## config.mk

```make
export PLATFORM = sky130hd
export DESIGN_NAME = jtag_tap_fsm
export DESIGN_NICKNAME = d
export VERILOG_FILES = /design/src/rtl/jtag_tap_fsm_pkg.sv /design/src/rtl/jtag_tap_fsm.sv
export SDC_FILE = /design/constraint.sdc
export NUM_CORES = 1
export LEC_CHECK = 0
export ABC_AREA = 1
export CORE_AREA = 2 2 39 41
export CTS_CLUSTER_SIZE = 20
export DETAILED_ROUTE_END_ITERATION = 10
export DIE_AREA = 0 0 41 43
export GPL_ROUTABILITY_DRIVEN = 0
export GPL_TIMING_DRIVEN = 0
export PLACE_DENSITY = 0.69
export SYNTH_ARGS = -nofsm -noshare
export SYNTH_HDL_FRONTEND = slang
export SYNTH_SLANG_ARGS = --single-unit
```

## constraint.sdc

```tcl
create_clock -name i_tclk -period 1.8 [get_ports i_tclk]
set_clock_uncertainty 0.1 [all_clocks]
set_input_delay 0.36 -clock i_tclk [delete_from_list [all_inputs] [get_ports i_tclk]]
set_output_delay 0.36 -clock i_tclk [all_outputs]
set_load 0.03 [all_outputs]
```

## src/rtl/jtag_tap_fsm_pkg.sv

```systemverilog
// ---------------------------------------------------------------------------
// jtag_pa
//
// Shared definitions for the JTAG block: the shift/instruction register
// width, the 16-state TAP state type and the instruction codes.
//
// Build option:
//   JTAG_TAP_IDCODE_EN  - when defined, the instruction register resets to
//                         IDCODE so the IDCODE data register is selected
//                         after reset or Test-Logic-Reset; otherwise it
//                         resets to BYPASS (all ones).
// ---------------------------------------------------------------------------
package jtag_pa;

    // Width of the shared shift register and of the instruction register.
    localparam int REG_W = 4;

    // TAP states with the IEEE 1149.1 encoding.  All 16 codes are legal,
    // so the machine has no unreachable or illegal encodings.
    typedef enum logic [3:0] {
        TAP_EX2_DR   = 4'h0,
        TAP_EX1_DR   = 4'h1,
        TAP_SH_DR    = 4'h2,
        TAP_PAUSE_DR = 4'h3,
        TAP_SEL_IR   = 4'h4,
        TAP_UPD_DR   = 4'h5,
        TAP_CAP_DR   = 4'h6,
        TAP_SEL_DR   = 4'h7,
        TAP_EX2_IR   = 4'h8,
        TAP_EX1_IR   = 4'h9,
        TAP_SH_IR    = 4'hA,
        TAP_PAUSE_IR = 4'hB,
        TAP_RTI      = 4'hC,
        TAP_UPD_IR   = 4'hD,
        TAP_CAP_IR   = 4'hE,
        TAP_TLR      = 4'hF
    } tap_state_t;

    // BYPASS is mandated to be the all-ones instruction.
    localparam logic [REG_W-1:0] IR_BYPASS = {REG_W{1'b1}};
    localparam logic [REG_W-1:0] IR_IDCODE = 4'h1;

    // Instruction loaded on reset and on every edge spent in Test-Logic-Reset.
`ifdef JTAG_TAP_IDCODE_EN
    localparam logic [REG_W-1:0] IR_RESET_CODE = IR_IDCODE;
`else
    localparam logic [REG_W-1:0] IR_RESET_CODE = IR_BYPASS;
`endif

endpackage

```

## src/rtl/jtag_tap_fsm.sv

```systemverilog
// ---------------------------------------------------------------------------
// jtag_tap_fsm
//
// IEEE 1149.1 TAP controller.  Walks the 16-state TAP machine under TMS,
// decodes the Capture/Shift/Update strobes for the shared shift register
// and holds the active instruction, which is latched from the shift register
// on the edge that leaves Update-IR.
//
// Ports:
//   i_tclk                  - TCK, the only clock (posedge)
//   i_trst_n                - synchronous reset, active HIGH despite the name
//   i_tms                   - test mode select
//   i_shiftReg              - shift-register contents (instruction source)
//   o_state                 - current TAP state
//   o_stateIsTestLogicReset - state is Test-Logic-Reset
//   o_stateIsCaptureDr/Ir   - state is Capture-DR / Capture-IR
//   o_stateIsShiftDr/Ir     - state is Shift-DR / Shift-IR
//   o_stateIsUpdateDr/Ir    - state is Update-DR / Update-IR
//   o_instruction           - active instruction
//
// Build option: JTAG_TAP_IDCODE_EN selects the reset instruction (see
// jtag_pa); the state machine itself is identical in both builds.
// ---------------------------------------------------------------------------
module jtag_tap_fsm
    import jtag_pa::*;
(
    input  logic             i_tclk,
    input  logic             i_trst_n,
    input  logic             i_tms,
    input  logic [REG_W-1:0] i_shiftReg,
    output tap_state_t       o_state,
    output logic             o_stateIsTestLogicReset,
    output logic             o_stateIsCaptureDr,
    output logic             o_stateIsCaptureIr,
    output logic             o_stateIsShiftDr,
    output logic             o_stateIsShiftIr,
    output logic             o_stateIsUpdateDr,
    output logic             o_stateIsUpdateIr,
    output logic [REG_W-1:0] o_instruction
);

    tap_state_t       state_q;
    tap_state_t       state_d;
    logic [REG_W-1:0] instr_q;
    logic [REG_W-1:0] instr_d;

    // Next TAP state: a pure function of the current state and TMS.
    // The IR column mirrors the DR column; Select-IR with TMS=1 is the
    // escape back to Test-Logic-Reset, which is why five TMS=1 edges
    // always land in TLR.
    always_comb begin
        state_d = state_q;
        case (state_q)
            TAP_TLR:      state_d = i_tms ? TAP_TLR      : TAP_RTI;
            TAP_RTI:      state_d = i_tms ? TAP_SEL_DR   : TAP_RTI;

            TAP_SEL_DR:   state_d = i_tms ? TAP_SEL_IR   : TAP_CAP_DR;
            TAP_CAP_DR:   state_d = i_tms ? TAP_EX1_DR   : TAP_SH_DR;
            TAP_SH_DR:    state_d = i_tms ? TAP_EX1_DR   : TAP_SH_DR;
            TAP_EX1_DR:   state_d = i_tms ? TAP_UPD_DR   : TAP_PAUSE_DR;
            TAP_PAUSE_DR: state_d = i_tms ? TAP_EX2_DR   : TAP_PAUSE_DR;
            TAP_EX2_DR:   state_d = i_tms ? TAP_UPD_DR   : TAP_SH_DR;
            TAP_UPD_DR:   state_d = i_tms ? TAP_SEL_DR   : TAP_RTI;

            TAP_SEL_IR:   state_d = i_tms ? TAP_TLR      : TAP_CAP_IR;
            TAP_CAP_IR:   state_d = i_tms ? TAP_EX1_IR   : TAP_SH_IR;
            TAP_SH_IR:    state_d = i_tms ? TAP_EX1_IR   : TAP_SH_IR;
            TAP_EX1_IR:   state_d = i_tms ? TAP_UPD_IR   : TAP_PAUSE_IR;
            TAP_PAUSE_IR: state_d = i_tms ? TAP_EX2_IR   : TAP_PAUSE_IR;
            TAP_EX2_IR:   state_d = i_tms ? TAP_UPD_IR   : TAP_SH_IR;
            TAP_UPD_IR:   state_d = i_tms ? TAP_SEL_DR   : TAP_RTI;

            default:      state_d = TAP_TLR;
        endcase
    end

    // Instruction update.  The edge that leaves Update-IR is the same edge
    // on which the shift register still holds the shifted-in value, so the
    // instruction is taken from it while state_q is Update-IR.  Sitting in
    // Test-Logic-Reset keeps reloading the reset instruction.
    always_comb begin
        instr_d = instr_q;
        if (state_q == TAP_UPD_IR) begin
            instr_d = i_shiftReg;
        end else if (state_q == TAP_TLR) begin
            instr_d = IR_RESET_CODE;
        end
    end

    // State and instruction registers.  Reset overrides TMS from any
    // state, including the middle of a shift.
    always_ff @(posedge i_tclk) begin
        if (i_trst_n) begin
            state_q <= TAP_TLR;
            instr_q <= IR_RESET_CODE;
        end else begin
            state_q <= state_d;
            instr_q <= instr_d;
        end
    end

    // Strobes are plain decodes of the registered state, so they are stable
    // for the whole TCK cycle in which the shift register samples them.
    // Distinct states give mutually exclusive strobes; Pause and Exit
    // states drive none of them.
    assign o_stateIsTestLogicReset = (state_q == TAP_TLR);
    assign o_stateIsCaptureDr      = (state_q == TAP_CAP_DR);
    assign o_stateIsCaptureIr      = (state_q == TAP_CAP_IR);
    assign o_stateIsShiftDr        = (state_q == TAP_SH_DR);
    assign o_stateIsShiftIr        = (state_q == TAP_SH_IR);
    assign o_stateIsUpdateDr       = (state_q == TAP_UPD_DR);
    assign o_stateIsUpdateIr       = (state_q == TAP_UPD_IR);

    assign o_state       = state_q;
    assign o_instruction = instr_q;

endmodule

```

==> run_results.csv <==
group,metric,value,unit
route,drt_iter0_drc,9,
floorplan,die_h,43,um
timing,fin_tns_setup,0,ps
global_routing,antenna_found_initial,0,
yosys,synth_top_area_share,35.9,%
yosys,syn_inst,70,
worst_hold_path,worstHoldPathType,"reg2reg",
yosys,ys_warn_count,0,
route,wire_per_inst,9.84,um
status,status,"finished clean",
timing,relSlewSlack,78.8,%
place,portBuffers,21,
power,peakVddDrop,991,uV
yosys,synth_top_area_cell,"dfxtp_1",
yosys,ys_seq_area_share,35.9,%
floorplan,die_w,41,um
cts,cts.sinks,8,
final_layout,area_delta_synth_final,51.3,%
cts,clockRootBuffer,"clkbuf_4",
yosys,synth_seq_cells,8,
route,dr.max_layer_used,"met4",
cts,path_clk_slew,60,ps
yosys,synth_area,447,um^2
setup_path,path_class,"reg2out",
cts,clockBufferDepth,2,
global_routing,grt_max_degree,9,
global_routing,grt_first_pass_wirelength,1850,um
floorplan,start_util,32.3,%
floorplan,rows,14,
cts,insertion_delay,260,ps
route,drc_errors,0,
place,dpl_cell_area,682,um^2
route,via_count,504,
final_layout,post-route-cell-area,676,um^2
setup_path,cp_cell_sequence,"clkdlybuf4s50_1",
final_layout,finalNetCount,103,
route,vias_per_cell,4.58,
yosys,syn-mean-instance-area,6.38,um^2
setup_path,arrival,1250,ps
timing,setup_violations,0,
cts,cts_buffers,3,
cts,cts_tree,"yes",
final_layout,layout-drive-gt1-share,21.3,%
setup_path,cp_num_buf_inv,1,
setup_path,worstPathMaxFanout,2,
power,leakage,0.000332,uW
global_routing,grt_usage,15.7,%
route,wl_met3,31,um
route,first_pass_iters,5,
floorplan,core,1380,um^2
timing,post-route-min-period,1710,ps
setup_path,critical_path.max_stage_delay,660,ps
timing,hold_violations,0,
floorplan,dieArea,1760,um^2
setup_path,end_kind,"primary output",
route,met1_length,500,um
place,dp_hpwl,844,um
power,p_per_area,1750,nW/um^2
route,wl,1080,um
yosys,synth_area_leaders,"dfxtp_1 36%, nand2_1 13%, nor2_1 11%",
route,antenna_left,0,
timing,maxSlewViolCount,0,
setup_path,start_kind,"register",
global_routing,grt_overflow,0,
cts,postCtsSetupRepairBufs,0,
timing,worst_pin_slew,317,ps
floorplan,io_pins,22,
timing,rsz0062_at_grt,"false",
yosys,synth_nets,77,
setup_path,cp.required,1340,ps
route,wl_met2,519,um
cts,cts_hold_buf,0,
cts,cts_max_level,1,
setup_path,cp_slowest_cell,"clkdlybuf4s50_1",
setup_path,cp_top_family,"buffers and inverters",
timing,period_share,94.9,%
run,drv_cap,0,
final_layout,antenna_cells,0,
timing,fmax,0.585,GHz
yosys,synth.distinct_cells,15,
global_routing,grt_pass1_vias,446,
report_power, final:
part / internal, uW / switching (uW)
combinational: 244 / 490
sequential: 242 / 64.7
clock: 76.7 / 66.9
kinds of logic (layout without fill, tap and decap cells):
| family | after synthesis | after routing | share of synthesized area [%] |
|---|---|---|---|
| buffers and inverters | 12 | 36 | 10.4 |
| flip-flops | 8 | 8 | 35.9 |
| AO/OA/AOI/OAI | 7 | 7 | 7.84 |
| AND/OR/NAND/NOR | 43 | 43 | 45.9 |
worst min-delay path: stages, from the launching register on:
cell,delay [ps]
dfxtp_1,310
o21ai_0,90
nand2_1,60
what timing repair did:
| item | 4_1_cts | 5_1_grt |
|---|---|---|
| resized for setup | 32 | 10 |
| endpoints found under the hold margin | 0 | 0 |
| setup endpoints to repair | 10 | 5 |
| cloned | 0 | 0 |
layer usage:
metal	up-vias	GRT usage (%)
met1	221	20.8
met5	-	0
met3	4	3.14
met2	10	21.3
li1	269	-
met4	0	12.0
path summary, 6_finish.rpt:
path | startpoint | to | depth (start not counted) | slack (ps)
min | o_instruction[0]$_SDFFE_PP1P_ | o_instruction[0]$_SDFFE_PP1P_ | 2 | 390
max | o_state[3]$_SDFF_PP1_ | o_state[3] | 1 | 90
max reg2reg | o_state[3]$_SDFF_PP1_ | o_state[3]$_SDFF_PP1_ | 5 | 570
min reg2reg | o_instruction[0]$_SDFFE_PP1P_ | o_instruction[0]$_SDFFE_PP1P_ | 2 | 390
state kept, by name (all words and copies together) (netlist names):
name / cells
o_state: 4
o_instruction: 4
synthesized netlist by cell type (all sizes together):
master	count
buf	1
inv	11
o21ai	6
nand4	2
nand3	7
dfxtp	8
nand2	16
nor3	1
nor2	16
nand3b	1
a21oi	1
area by class of cell:
cell class,instances,area (um^2)
Sequential cell,8,164
Tap cell,16,20.0
Inverter,11,41.3
Multi-Input combinational cell,50,245
Buffer,1,7.51
Fill cell,157,708
Clock buffer,3,22.5
Timing Repair Buffer,21,175
stage by stage:
step / power (uW) / util [%] / hold slack [ps] / std cells / setup slack, ps
finish: 1190 / 48.8 / 386 / 110 / 91.4
detailed placement: 1090 / 49.3 / 378 / 107 / -110
global placement: 1090 / 49.3 / 371 / 107 / -110
floorplan: 816 / - / 371 / 70 / 72.4
CTS: 1200 / 50.3 / 391 / 110 / 9.59
global route: 1280 / 48.8 / 427 / 110 / 29.0
placed cells by master, fill, tap and decap left out:
master	instances
nor3_2	1
dfxtp_1	5
o21ai_0	6
a21oi_1	1
nor2_4	2
dfxtp_2	3
nor2_2	1
nand4_1	2
inv_1	10
nand3b_1	1
buf_2	7
clkbuf_4	4
nand2_1	15
inv_2	1
nor2_1	13
clkdlybuf4s50_1	11
dlymetal6s2s_1	1
nand2_4	1
nand3_1	7
dlygate4sd2_1	2
Note: power is estimated with default switching activity, not from simulation.
